$ cat src/rtl/umips_skid_stage.sv
// Elastic pipeline register with a one-entry skid buffer between umips stages.
// Latency: one cycle from accepted push to out_valid when the output is free.
// Backpressure: in_ready and out_valid come straight from flops; in_ready drops only when the skid entry is occupied.
module umips_skid_stage #(
    parameter int               WIDTH     = 32,
    parameter logic [WIDTH-1:0] RESET_VAL = '0
) (
    input  logic             clk,
    input  logic             rst,
    input  logic             stall,
    input  logic             flush,
    input  logic             in_valid,
    input  logic [WIDTH-1:0] in_data,
    output logic             in_ready,
    output logic             out_valid,
    output logic [WIDTH-1:0] out_data,
    input  logic             out_ready
);

    logic             r_out_valid;
    logic             r_skid_valid;
    logic             r_in_ready;
    logic [WIDTH-1:0] r_out_data;
    logic [WIDTH-1:0] r_skid_data;

    logic w_push;
    logic w_take;

    assign w_push = in_valid & r_in_ready & ~flush;
    assign w_take = r_out_valid & out_ready & ~stall;

    always_ff @(posedge clk or negedge rst) begin
        if (!rst) begin
            r_out_valid  <= 1'b0;
            r_skid_valid <= 1'b0;
            r_in_ready   <= 1'b1;
            r_out_data   <= RESET_VAL;
            r_skid_data  <= RESET_VAL;
        end else if (flush) begin
            // Valid bits clear but payloads are kept so the data path never toggles on a flush.
            r_out_valid  <= 1'b0;
            r_skid_valid <= 1'b0;
            r_in_ready   <= 1'b1;
        end else begin
            case ({r_out_valid, r_skid_valid})
                2'b00: begin
                    if (w_push) begin
                        r_out_valid <= 1'b1;
                        r_out_data  <= in_data;
                    end
                end
                2'b10: begin
                    if (w_push && w_take) begin
                        r_out_data <= in_data;
                    end else if (w_push) begin
                        r_skid_valid <= 1'b1;
                        r_skid_data  <= in_data;
                        r_in_ready   <= 1'b0;
                    end else if (w_take) begin
                        r_out_valid <= 1'b0;
                    end
                end
                2'b11: begin
                    if (w_take) begin
                        r_out_data   <= r_skid_data;
                        r_skid_valid <= 1'b0;
                        r_in_ready   <= 1'b1;
                    end
                end
                default: begin
                    // Skid-only is unreachable; promote the skid entry to keep ordering intact.
                    r_out_valid  <= 1'b1;
                    r_out_data   <= r_skid_data;
                    r_skid_valid <= 1'b0;
                    r_in_ready   <= 1'b1;
                end
            endcase
        end
    end

    assign in_ready  = r_in_ready;
    assign out_valid = r_out_valid;
    assign out_data  = r_out_data;

endmodule
$ cat config.mk
export PLATFORM = sky130hd
export DESIGN_NAME = umips_skid_stage
export DESIGN_NICKNAME = d
export VERILOG_FILES = /design/src/rtl/umips_skid_stage.sv
export SDC_FILE = /design/constraint.sdc
export NUM_CORES = 1
export LEC_CHECK = 0
export ABC_AREA = 1
export CAP_MARGIN = 30
export CORE_ASPECT_RATIO = 0.75
export CORE_MARGIN = 2
export CORE_UTILIZATION = 49
export CTS_CLUSTER_SIZE = 28
export DETAILED_ROUTE_END_ITERATION = 16
export PLACE_DENSITY = 0.76
export REMOVE_ABC_BUFFERS = 1
export SLEW_MARGIN = 20
export SYNTH_ARGS = -nofsm -noshare
export SYNTH_HDL_FRONTEND = slang
export SYNTH_SLANG_ARGS = --single-unit
$ cat constraint.sdc
create_clock -name clk -period 1.87 [get_ports clk]
set_input_delay 0.187 -clock clk [delete_from_list [all_inputs] [get_ports clk]]
set_output_delay 0.187 -clock clk [all_outputs]
set_load 0.005 [all_outputs]
==> out/metrics.yaml <==
tightest_slew_ns: 0.470
syn_inst: 375
multiInputGateArea_um2: 1100
ioPinCount: 72
powerDensity_nw_per_um2: 1250
wirelength_um: 6850
avgSynthCellArea_um2: 8.05
drt_pass1_iterations: 4
gp_congestion: 0.817
ctsHtreeMaxLevel: 3
slew_violations: 0
start_kind: "flop"
die_area_um2: 6810
via_count: 2685
synthTopCellsByCount: "138 x nand2_1, 66 x dfrtp_1, 39 x o21ai_0"
crit_type: "flop to primary output"
grt_pass1_vias: 2537
clock_latency_ns: 0.34
drt_iter0_drc: 132
place_hpwl_um: 4480
cp.arrival_ns: 1.37
postSynth.asyncResetShare: 1.00
critPathMaxStageDelay_ns: 0.54
nNetsFinal: 485
setup_violations: 0
hold_class: "input port to async pin"
cp_num_buf_inv: 1
yosysWarnings: 0
crit_required_ns: 1.68
rows: 24
power_mw: 5.12
syn_to_final_growth_pct: 35.7
core_area_um2: 5890
slew_headroom: 0.687
critPathCaptureType: "primary output"
cts_hold_buf: 1
worst_slack_ns: 0.309
startpoint: "in_ready"
initial_core_util: 0.513
cp.depth: 1
synth_edf_count: 0
hold_viol: 0
seq_area_frac_synth: 0.556
regArea_um2: 1680
yosys.area.top_type: "dfrtp_1"
tritoncts: "yes"
finalCriticalPeriod_ns: 1.56
drc_errors: 0
synth_top_cell_area_share: 0.547
clock-root-buffer: "clkbuf_8"
cts_buffer_depth: 2
r2r-end: "out_data[2]"
antenna_found_initial: 0
cts_resized: 0
r2r_slack_ns: 0.35
pre_cts_ws_ns: 0.200
portBuffers: 71
antenna_cells: 0
overflow: 0
fp.dieW_um: 94.7
yosysMostFrequentCell: "nand2_1"
tns_ns: 0
skew_ns: 0.00918
post_cts_buffers: 0
fmax_mhz: 641
post_drt_wl_per_cell_um: 12.9
fillers: 478
drt.antenna.violating_nets: 0
rsz0062_at_grt: "no"
r2r_cells: 8
synthTopCellsByArea: "dfrtp_1 55%, nand2_1 17%, o21ai_0 6.5%"
peakVddDrop_v: 0.000637
grt_usage: 0.220
timing.final.crit_share: 0.835
cts.clk_slew.worst_paths_ns: 0.08
synth_ff_type: "dfrtp_1"
status: "completed"
crit_slowest_cell: "dfstp_2"
ys_ff_latch: 67
critPathMaxFanout: 3
r2r_start: "in_ready"
synth.cell_area_um2: 3020
power_leakage_nw: 2.00
max-cap-violations: 0
post_drt_via_cell_ratio: 5.07
grt_pass1_wl_um: 11700
cts_made_buffers: 9
final_util: 0.697
grt_max_degree: 43
die_h_um: 72.0
path_cells: "clkdlybuf4s50_1"
crit_family: "flip-flops"
cts_sinks: 67
synth_cell_types: 18
drive_above_1_share: 0.0819
==> placed cells by master, fill, tap and decap left out, drive strengths merged <==
cell,netlist,routed
nor2,6,6
dfstp,1,1
nand2,139,139
inv,36,36
o21ai,65,65
dfrtp,66,66
clkbuf,3,10
nand4,2,2
buf,20,13
dlygate4sd3,0,1
o31ai,1,1
clkdlybuf4s50,0,70
clkinv,0,1
clkinvlp,0,1
a21oi,1,1
bufinv,0,4
nand3,35,35
==> stage by stage <==
stage / hold slack, ns / instances / area, um2
finish: 0.336 / 530 / 4100
detailed placement: 0.165 / 513 / 3820
global placement: 0.168 / 513 / 3820
floorplan: -0.109 / 352 / 2910
global route: 0.378 / 530 / 4100
CTS: 0.337 / 530 / 4100
==> cell type report <==
cell class / instances / share of cell area
well taps: 78 / 0.0238
repair buffers: 84 / 0.200
multi-input cells: 249 / 0.267
inverters: 36 / 0.0330
clock buffers: 10 / 0.0336
clock inverters: 6 / 0.0333
flip-flops and latches: 67 / 0.410
==> flip-flops by register name (all words and copies together), names as in the netlist <==
name	flops
out_data	32
r_skid_data	32
out_valid	1
r_skid_valid	1
in_ready	1
==> logic make-up (layout without fill, tap and decap cells) <==
family                 after synthesis  count (layout)  synth area share
AND/OR/NAND/NOR                    182             182             0.250
AO/OA/AOI/OAI                       67              67             0.113
flip-flops                          67              67             0.556
buffers and inverters               59             136            0.0816
==> power by group <==
part           internal (mW)  switching [mW]
clock network           1.06           0.566
registers               1.94           0.293
logic                  0.711           0.546
total                   3.71            1.41
==> how the worst max path moves through the flow <==
stage                                 end  slack [ns]
after CTS                        in_ready        0.29
after global placement        out_data[5]        0.27
after global routing      r_skid_data[24]        0.23
final                            in_ready        0.31
after detailed placement     out_data[10]        0.20
after floorplan           r_skid_data[21]       -1.29
==> layer usage <==
layer	routed length, um	track usage	part of all wire
met5	0	0	0
met1	3180	0.308	0.46
met4	100	0.0773	0.015
met2	3170	0.348	0.46
met3	399	0.0436	0.058
No activity file was read; power rests on OpenSTA's default activity.
